--- config.mk ---
export PLATFORM = sky130hd
export DESIGN_NAME = mc_request_queue_flat
export DESIGN_NICKNAME = d
export VERILOG_FILES = /design/src/rtl/mc_request_queue_if.sv /design/src/rtl/mc_request_queue.sv /design/src/flat_wrapper.sv
export SDC_FILE = /design/constraint.sdc
export NUM_CORES = 1
export LEC_CHECK = 0
export ABC_AREA = 1
export BUFFER_PORTS_ARGS = -buffer_cell sky130_fd_sc_hd__buf_2
export CAP_MARGIN = 25
export CORE_UTILIZATION = 38
export CTS_CLUSTER_DIAMETER = 40
export CTS_CLUSTER_SIZE = 10
export DETAILED_ROUTE_END_ITERATION = 7
export HOLD_SLACK_MARGIN = 0.03
export PLACE_DENSITY = 0.56
export SYNTH_ARGS = -nofsm -noshare
export SYNTH_HDL_FRONTEND = slang
export SYNTH_SLANG_ARGS = --single-unit
--- constraint.sdc ---
create_clock -name clock -period 6.1 [get_ports clock]
set_input_delay 0.305 -clock clock [delete_from_list [all_inputs] [get_ports clock]]
set_output_delay 0.305 -clock clock [all_outputs]
set_load 0.1 [all_outputs]
--- src/rtl/mc_request_queue_if.sv ---
// Parser-side and sequencer-side handshake bundle for mc_request_queue.
interface mc_request_queue_if #(
    parameter int ADDR_WIDTH  = 36,
    parameter int MEMOP_WIDTH = 12,
    parameter int TIME_WIDTH  = 12
);
    localparam int LINE_W = TIME_WIDTH + MEMOP_WIDTH + ADDR_WIDTH;

    logic                   data_req;
    logic                   data_rdy;
    logic [LINE_W-1:0]      data_read;
    logic                   issue_valid;
    logic                   issue_ready;
    logic [MEMOP_WIDTH-1:0] issue_cmd;
    logic [ADDR_WIDTH-1:0]  issue_addr;
    logic [TIME_WIDTH-1:0]  issue_time;

    modport slave (
        output data_req,
        input  data_rdy,
        input  data_read,
        output issue_valid,
        input  issue_ready,
        output issue_cmd,
        output issue_addr,
        output issue_time
    );

    modport master (
        input  data_req,
        output data_rdy,
        output data_read,
        input  issue_valid,
        output issue_ready,
        input  issue_cmd,
        input  issue_addr,
        input  issue_time
    );
endinterface

--- src/rtl/mc_request_queue.sv ---
// In-order request queue / issue scheduler with shutdown drain.
// Optional same-cycle empty-queue bypass: define MC_REQQ_BYPASS_EN.
module mc_request_queue #(
    parameter int DEPTH       = 16,
    parameter int ADDR_WIDTH  = 36,
    parameter int MEMOP_WIDTH = 12,
    parameter int TIME_WIDTH  = 12,
    parameter int CYCLE_WIDTH = 64
) (
    input  logic                   clock,
    input  logic                   reset,
    input  logic [CYCLE_WIDTH-1:0] cycle,
    input  logic                   shutdown,
    mc_request_queue_if.slave      bus,
    output logic [$clog2(DEPTH):0] count,
    output logic                   err_overflow,
    output logic                   err_illegal,
    output logic                   done
);
    localparam int PTR_W  = $clog2(DEPTH);
    localparam int CNT_W  = PTR_W + 1;
    localparam int LINE_W = TIME_WIDTH + MEMOP_WIDTH + ADDR_WIDTH;

    typedef enum logic [1:0] {
        S_IDLE,
        S_RUN,
        S_DRAIN,
        S_DONE
    } state_t;

    state_t             state_q, state_d;
    logic [LINE_W-1:0]  mem_q [DEPTH];
    logic [PTR_W-1:0]   wr_ptr_q, wr_ptr_d;
    logic [PTR_W-1:0]   rd_ptr_q, rd_ptr_d;
    logic [CNT_W-1:0]   count_q, count_d;
    logic               ovf_q, ovf_d;
    logic               ill_q, ill_d;

    logic [LINE_W-1:0]      head;
    logic [TIME_WIDTH-1:0]  head_time;
    logic [MEMOP_WIDTH-1:0] in_cmd;
    logic                   in_legal;
    logic                   empty;
    logic                   full;
    logic                   run;
    logic                   take;
    logic                   head_elig;
    logic                   bypass;
    logic                   issue_fire;
    logic                   push;
    logic                   pop;
    logic [LINE_W-1:0]      fields;

    assign head      = mem_q[rd_ptr_q];
    assign head_time = head[LINE_W-1 -: TIME_WIDTH];
    assign in_cmd    = bus.data_read[ADDR_WIDTH +: MEMOP_WIDTH];
    assign in_legal  = (in_cmd <= MEMOP_WIDTH'(2));

    assign empty = (count_q == '0);
    assign full  = (count_q == CNT_W'(DEPTH));
    assign run   = (state_q == S_RUN);
    assign take  = run && bus.data_rdy;

    assign head_elig = !empty &&
        (CYCLE_WIDTH'(head_time) <= cycle);

`ifdef MC_REQQ_BYPASS_EN
    logic [TIME_WIDTH-1:0] in_time;
    assign in_time = bus.data_read[LINE_W-1 -: TIME_WIDTH];
`endif

    always_comb begin
        bypass = 1'b0;
        fields = empty ? '0 : head;
`ifdef MC_REQQ_BYPASS_EN
        bypass = take && empty && in_legal &&
            (CYCLE_WIDTH'(in_time) <= cycle);
        if (bypass) fields = bus.data_read;
`endif
    end

    assign bus.issue_valid = head_elig || bypass;
    assign bus.issue_time  = fields[LINE_W-1 -: TIME_WIDTH];
    assign bus.issue_cmd   = fields[ADDR_WIDTH +: MEMOP_WIDTH];
    assign bus.issue_addr  = fields[ADDR_WIDTH-1:0];

    assign issue_fire = bus.issue_valid && bus.issue_ready;
    assign pop        = head_elig && bus.issue_ready;

    // A bypassed line that the sequencer takes is never written.
    assign push = take && !full && in_legal &&
        !(bypass && bus.issue_ready);

    always_comb begin
        wr_ptr_d = wr_ptr_q + PTR_W'(push);
        rd_ptr_d = rd_ptr_q + PTR_W'(pop);
        count_d  = count_q + CNT_W'(push) - CNT_W'(pop);
        ovf_d    = ovf_q | (take & full);
        ill_d    = ill_q | (take & ~in_legal);
    end

    always_comb begin
        state_d = state_q;
        unique case (state_q)
            S_IDLE:  state_d = S_RUN;
            S_RUN:   if (shutdown) state_d = S_DRAIN;
            S_DRAIN: if (empty && !issue_fire) state_d = S_DONE;
            S_DONE:  state_d = S_DONE;
            default: state_d = S_IDLE;
        endcase
    end

    always_ff @(posedge clock or posedge reset) begin
        if (reset) begin
            state_q  <= S_IDLE;
            wr_ptr_q <= '0;
            rd_ptr_q <= '0;
            count_q  <= '0;
            ovf_q    <= 1'b0;
            ill_q    <= 1'b0;
        end else begin
            state_q  <= state_d;
            wr_ptr_q <= wr_ptr_d;
            rd_ptr_q <= rd_ptr_d;
            count_q  <= count_d;
            ovf_q    <= ovf_d;
            ill_q    <= ill_d;
        end
    end

    always_ff @(posedge clock) begin
        if (push) mem_q[wr_ptr_q] <= bus.data_read;
    end

    // One slot of slack covers a line already in flight.
    assign bus.data_req = run && (count_q < CNT_W'(DEPTH - 1));

    assign count        = count_q;
    assign err_overflow = ovf_q;
    assign err_illegal  = ill_q;
    assign done         = (state_q == S_DONE);
endmodule

--- src/flat_wrapper.sv ---
// flat-port wrapper written by rule: the top's interface ports become plain ports
module mc_request_queue_flat 
#(
    parameter int DEPTH       = 16,
    parameter int ADDR_WIDTH  = 36,
    parameter int MEMOP_WIDTH = 12,
    parameter int TIME_WIDTH  = 12,
    parameter int CYCLE_WIDTH = 64
)
  (clock, reset, cycle, shutdown, count, err_overflow, err_illegal, done, bus_data_req, bus_data_rdy, bus_data_read, bus_issue_valid, bus_issue_ready, bus_issue_cmd, bus_issue_addr, bus_issue_time);
  mc_request_queue_if #(.ADDR_WIDTH(ADDR_WIDTH), .MEMOP_WIDTH(MEMOP_WIDTH), .TIME_WIDTH(TIME_WIDTH)) bus_i ();
  input  logic clock;
  input  logic reset;
  input  logic [CYCLE_WIDTH-1:0] cycle;
  input  logic shutdown;
  output logic [$clog2(DEPTH):0] count;
  output logic err_overflow;
  output logic err_illegal;
  output logic done;
  output wire logic [$bits(bus_i.data_req)-1:0] bus_data_req;
  input wire logic [$bits(bus_i.data_rdy)-1:0] bus_data_rdy;
  input wire logic [$bits(bus_i.data_read)-1:0] bus_data_read;
  output wire logic [$bits(bus_i.issue_valid)-1:0] bus_issue_valid;
  input wire logic [$bits(bus_i.issue_ready)-1:0] bus_issue_ready;
  output wire logic [$bits(bus_i.issue_cmd)-1:0] bus_issue_cmd;
  output wire logic [$bits(bus_i.issue_addr)-1:0] bus_issue_addr;
  output wire logic [$bits(bus_i.issue_time)-1:0] bus_issue_time;
  assign bus_data_req = bus_i.data_req;
  assign bus_i.data_rdy = bus_data_rdy;
  assign bus_i.data_read = bus_data_read;
  assign bus_issue_valid = bus_i.issue_valid;
  assign bus_i.issue_ready = bus_issue_ready;
  assign bus_issue_cmd = bus_i.issue_cmd;
  assign bus_issue_addr = bus_i.issue_addr;
  assign bus_issue_time = bus_i.issue_time;
  mc_request_queue #(.DEPTH(DEPTH), .ADDR_WIDTH(ADDR_WIDTH), .MEMOP_WIDTH(MEMOP_WIDTH), .TIME_WIDTH(TIME_WIDTH), .CYCLE_WIDTH(CYCLE_WIDTH)) u_core (.clock(clock), .reset(reset), .cycle(cycle), .shutdown(shutdown), .bus(bus_i), .count(count), .err_overflow(err_overflow), .err_illegal(err_illegal), .done(done));
endmodule
Word-level counts from Yosys, hierarchy flattened. Memories as Yosys holds them, arrays and structs flattened. Cells that the tools add are included.

Register bits after elaboration: 17. Memory bits (writable): 960. Bits of input ports: 129. Output and inout bits: 70. Logic and storage cells: 44. Memories kept: 1.

Add/subtract/negate cells: 4. $lt $le $gt $ge: 3. Eq/ne operators: 6. Mux-type cells: 6. Bitwise operators: 5. Reduce and logical (&&, ||, !) cells: 13.

Memory list: u_core.mem_q (depth 16, width 60, rd ports 1, clocked after Yosys merged registers in 0, wr ports 1, RTL line mc_request_queue.sv:32) `logic [LINE_W-1:0] mem_q [DEPTH];`.

Operators with widths (count): 12-bit by 64-bit <= comparator with 1-bit output (1); 60-bit 2-to-1 mux (1); 12-bit by 2-bit <= comparator with 1-bit output, second input constant (1); 4-bit by 1-bit adder with 4-bit output (2); 2-bit one-hot mux with 4 select lines (1); 1-bit logical AND (7); 5-bit by 1-bit adder with 5-bit output (1); 5-bit == test, second input constant (1); 5-bit logical NOT (1); 5-bit by 4-bit < comparator with 1-bit output, second input constant (1); 5-bit by 1-bit subtractor with 5-bit output (1); 2-bit == test, second input constant (2); 2-bit 2-to-1 mux (2); 1-bit logical NOT (3); 1-bit bitwise AND (2); 2-bit by 1-bit == test with 1-bit output, second input constant (1); 2-bit logical NOT (1); 1-bit 2-to-1 mux (2); 2-bit by 1-bit inequality test with 1-bit output, second input constant (1); 2-bit inequality test, second input constant (1); 1-bit bitwise OR (2); 2-bit AND reduction (1); 1-bit inverter (1).

Longest topological paths before layout.
Depth after elaboration: 8. Gate-level depth with buffers: 32. Mapped depth without buffers: 29.

Least setup slack after synthesis. OpenSTA, ideal clock, no wires.

Path type: flip-flop to flip-flop. Start: register u_core.count_q[2] (netlist: u_core.count[2]). End: memory u_core.mem_q[0][0] (netlist bit) (enable). Library setup time: 0.478 ns. Arrival: 4.463 ns. Required time: 5.622 ns. Slack: 1.159 ns. Stages on the path, launching flop included: 8. Buffers on the path: 1. Period minus slack after synthesis: 4.941 ns. Cell sequence: dfrtp_1 > inv_1 > ha_1 > nand4_1 > and3b_1 > clkbuf_1 > nand3_1 > nor2_1.

Cells in the longest elaborated chain, start to end: 6.

RTL lines: start: declaration (RTL line mc_request_queue.sv:35) `logic [CNT_W-1:0] count_q, count_d;`; start signal: assignment (RTL line mc_request_queue.sv:125) `count_q <= count_d;`; 5-bit == test (RTL line mc_request_queue.sv:60) `assign full = (count_q == CNT_W'(DEPTH));`; 1-bit logical NOT (RTL line mc_request_queue.sv:91) `assign push = take && !full && in_legal &&`; 1-bit logical AND (2 in a row) (RTL line mc_request_queue.sv:91); 1-bit 2-to-1 mux (RTL line mc_request_queue.sv:132) `if (push) mem_q[wr_ptr_q] <= bus.data_read;`; 1-bit 2-to-1 mux (not written as such) (RTL line mc_request_queue.sv:132); end: declaration (RTL line mc_request_queue.sv:32).

Every way passes these cells.

Final worst setup path.
Start: register u_core.rd_ptr_q[1]. End: output bus_issue_cmd[4].

Cells in the longest elaborated chain, start to end: 2.

RTL lines: start: declaration (RTL line mc_request_queue.sv:34) `logic [PTR_W-1:0] rd_ptr_q, rd_ptr_d;`; start signal: assignment (RTL line mc_request_queue.sv:124) `rd_ptr_q <= rd_ptr_d;`; memory read 16 x 60 bit; 60-bit 2-to-1 mux (RTL line mc_request_queue.sv:74) `fields = empty ? '0 : head;`; end: declaration (RTL line flat_wrapper.sv:25) `output wire logic [$bits(bus_i.issue_cmd)-1:0] bus_issue_cmd;`.

Every way passes these cells.

==> flow_summary_export.csv <==
group,metric,value,unit
sta,final_hold_viol_count,0,
run_status,run_status,"finished, final reports clean",
clock_network,worstSkewPairLatency,0.72,ns
power_and_ir_drop,power_density,541,nW/um2
synthesis,yosysUniqueCellTypes,31,
sta,tightestPinTransition,1.11,ns
synthesis,synth.net_count,3202,
worst_setup_path,worstPathArrival,4.92,ns
sta,slew-limit-headroom,26.0,%
synthesis,post_synth_inst_count,3048,
synthesis,synthArstFlopShare,1.74,%
sta,totalNegativeSetupSlack,0,ns
drt,route.detailed.drc,0,
drt,routed_wl,105000,um
clock_network,cts_inserted_buffers,140,
sta,clock.fmax,191,MHz
hold_path,worst_hold_path.num_cells,4,
worst_setup_path,timing.rr.end,"u_core.count[4]",
worst_setup_path,critical_path_class,"flop to output pin",
clock_network,clock_tree.root_cell,"sky130_fd_sc_hd__clkbuf_16",
final_layout,num-nets-final,3457,
drt,drtAntennaViolNets,0,
drt,vias,25200,
final_layout,drive_above_1_share,13.9,%
final_layout,layout-area-overhead-vs-synth,19.3,%
floorplanning,floorplan.core_area,102000,um2
worst_setup_path,path_max_fanout,65,
global_route,maximum_number_of_pins_on_one_net_before_global_route_repair,244,
floorplanning,area_of_the_die,105000,um2
synthesis,syn_avg_cell_area,12.9,um2
synthesis,synth_top_cell_area_share,73.5,%
clock_network,tritoncts,"yes",
sta,grt_setup_unrepaired,"no",
floorplanning,fp.dieW,323,um
hold_path,worstHoldEndpoint,"u_core.rd_ptr_q[0]",
clock_network,cts_buffer_depth,3,
synthesis,syn_area,39200,um2
sta,worst_clock_skew,0.0262,ns
drt,routed_wire_length_per_instance,22.1,um
synthesis,warnings_synthesis,0,
drt,dr.pass1.iters,5,
drt,route.detailed.vias_per_inst,5.29,
drt,drtIter0Drc,2357,
floorplanning,ioPinCount,199,
drt,dr_wl_met2,49700,um
global_route,wire_length_of_the_first_global_routing_pass,155000,um
floorplanning,initial_utilization,38.4,%
final_layout,most-common-layout-cells,"sky130_fd_sc_hd__edfxtp_1, sky130_fd_sc_hd__nor2_1, sky130_fd_sc_hd__o21ai_0",
clock_network,clkTransAtPathRegs,0.05,ns
sta,setup_viol_count_final,0,
drt,highest-signal-layer,"met5",
final_layout,n_fill_cell,9041,
power_and_ir_drop,leakagePower,15.6,nW
final_layout,layout_commonest_cell,"sky130_fd_sc_hd__edfxtp_1",
clock_network,h-tree-depth,4,
worst_setup_path,regToRegSetupSlack,1.32,ns
worst_setup_path,setup.worst_path.end_class,"output pin",
worst_setup_path,critical_path_required,5.79,ns
synthesis,yosysSeqAreaShare,74.6,%
synthesis,synth_area_leaders,"sky130_fd_sc_hd__edfxtp_1, sky130_fd_sc_hd__nor2_1, sky130_fd_sc_hd__o21ai_0",
hold_path,worstHoldPathType,"input port to flop",
floorplanning,std_cell_rows,117,
worst_setup_path,worstReg2RegStart,"u_core.rd_ptr_q[1]",
sta,final_period_minus_worst_setup_slack,5.22,ns
placement,place_congestion,0.749,
global_route,grt_antenna_before_repair,3,
clock_network,cts_num_sinks,977,
placement,number_of_port_buffers,198,
placement,place.detailed.hpwl,52200,um
power_and_ir_drop,vdd_ir_drop_max,0.000616,V
global_route,global_route.overflow_total,0,
sta,timing_max_transition_violations_final,0,
synthesis,edff_count_synth,960,
synthesis,synth.ff_latch_count,977,
sta,period_share,85.6,%
synthesis,netlist.top_cell.by_area,"sky130_fd_sc_hd__edfxtp_1",
hold_path,hold_path.startpoint,"bus_issue_ready",
worst_setup_path,rr_worst_depth,25,
worst_setup_path,critPathLaunchType,"flop",
clock_network,post_cts.repair.setup_buffers,0,
synthesis,yosys_most_used_dff,"sky130_fd_sc_hd__edfxtp_1",
floorplanning,die_y,323,um
global_route,grt_usage,20.0,%
job,cap_viol_max_count,0,
sta,worst_slack_on_hold_paths,0.257,ns
global_route,grt_pass1_vias,24000,
drt,detailroute.wirelength.met3,6550,um
final_layout,insertedDiodeCount,0,
drt,wl_met1,46700,um
==> metal layers <==
layer	track usage [%]	vias to the layer above
li1	-	11700
met1	27.8	12500
met2	32.0	836
met3	3.37	165
met4	6.13	6
met5	0	-
==> report_power, final <==
part / total, mW / switching (mW) / internal (mW) / leakage (nW)
sequential: 7.65 / 0.226 / 7.42 / 8.82
combinational: 9.81 / 7.72 / 2.09 / 4.63
clock: 7.85 / 2.85 / 5.00 / 2.20
==> cell type report <==
type / count / area, um2 / share of cell area, %
clock buffer: 177 / 3780 / 8.07
clock inverter: 60 / 757 / 1.62
inverter: 43 / 185 / 0.396
multi-input combinational: 1828 / 8910 / 19.0
sequential: 977 / 29300 / 62.5
tap: 1368 / 1710 / 3.66
timing repair buffer: 313 / 2200 / 4.69
==> worst max-delay path: stages (launching register included) <==
cell and delay [ns]:
sky130_fd_sc_hd__dfrtp_4 0.75, sky130_fd_sc_hd__inv_4 0.42, sky130_fd_sc_hd__buf_4 0.55, sky130_fd_sc_hd__buf_4 0.75
sky130_fd_sc_hd__o21ai_0 0.20, sky130_fd_sc_hd__o211ai_1 0.24, sky130_fd_sc_hd__nand3_1 0.10, sky130_fd_sc_hd__a21oi_1 0.56
sky130_fd_sc_hd__buf_2 0.55
==> registers in the layout, summed over array words and instances (netlist names) <==
signal,cells
u_core.mem_q,960
u_core.err_overflow,1
u_core.rd_ptr_q,4
u_core.wr_ptr_q,4
u_core.state_q,2
u_core.count,5
u_core.err_illegal,1
==> kinds of logic (layout without fill, tap and decap cells) <==
kind of cell / after synthesis / after routing / share of synthesized area (%)
adders and majority gates: 25 / 25 / 0.817
DFF: 977 / 977 / 74.6
and+or+nand+nor: 1006 / 1006 / 10.0
buffers and inverters: 243 / 593 / 3.01
AOI/OAI and AO/OA: 790 / 790 / 11.4
xor gates and xnor gates: 7 / 7 / 0.156
==> timing repair <==
action	in CTS	in global routing
hold buffers	63	0
endpoints found under the hold margin	981	0
gates resized for setup	0	0
==> through the flow <==
stage | power [mW] | setup slack, ns | area (um2) | std cells | util, %
after global placement | 17.5 | 1.38 | 41600 | 4463 | 40.7
after floorplan | 15.5 | 1.16 | 39200 | 3048 | -
final | 25.3 | 0.877 | 46800 | 4766 | 45.9
after detailed placement | 17.6 | 1.35 | 41600 | 4465 | 40.8
after CTS | 25.5 | 0.865 | 46800 | 4765 | 45.8
after global routing | 26.5 | 0.704 | 46800 | 4766 | 45.9
==> synth_stat cells, drive strengths merged (2+ instances only) <==
cell type / n
a21oi: 68
a31oi: 2
and2: 2
buf: 95
clkbuf: 105
dfrtp: 17
edfxtp: 960
ha: 24
inv: 43
nand2: 113
nand3: 97
nand4: 5
nor2: 786
nor3: 2
o211ai: 191
o21ai: 493
o21bai: 3
o22ai: 32
xor2: 6
==> how the worst max path moves through the flow <==
stage	start	to	cells past startpoint
2_1_floorplan	u_core.count[2]	u_core.mem_q[0][0]	7
3_3_place_gp	u_core.rd_ptr_q[1]	u_core.count[4]	25
3_5_place_dp	u_core.rd_ptr_q[1]	u_core.count[4]	25
4_1_cts	u_core.rd_ptr_q[1]	bus_issue_cmd[4]	8
5_1_grt	u_core.rd_ptr_q[1]	bus_issue_cmd[4]	8
6_report	u_core.rd_ptr_q[1]	bus_issue_cmd[4]	8
Power figures use the tool's default switching activity.
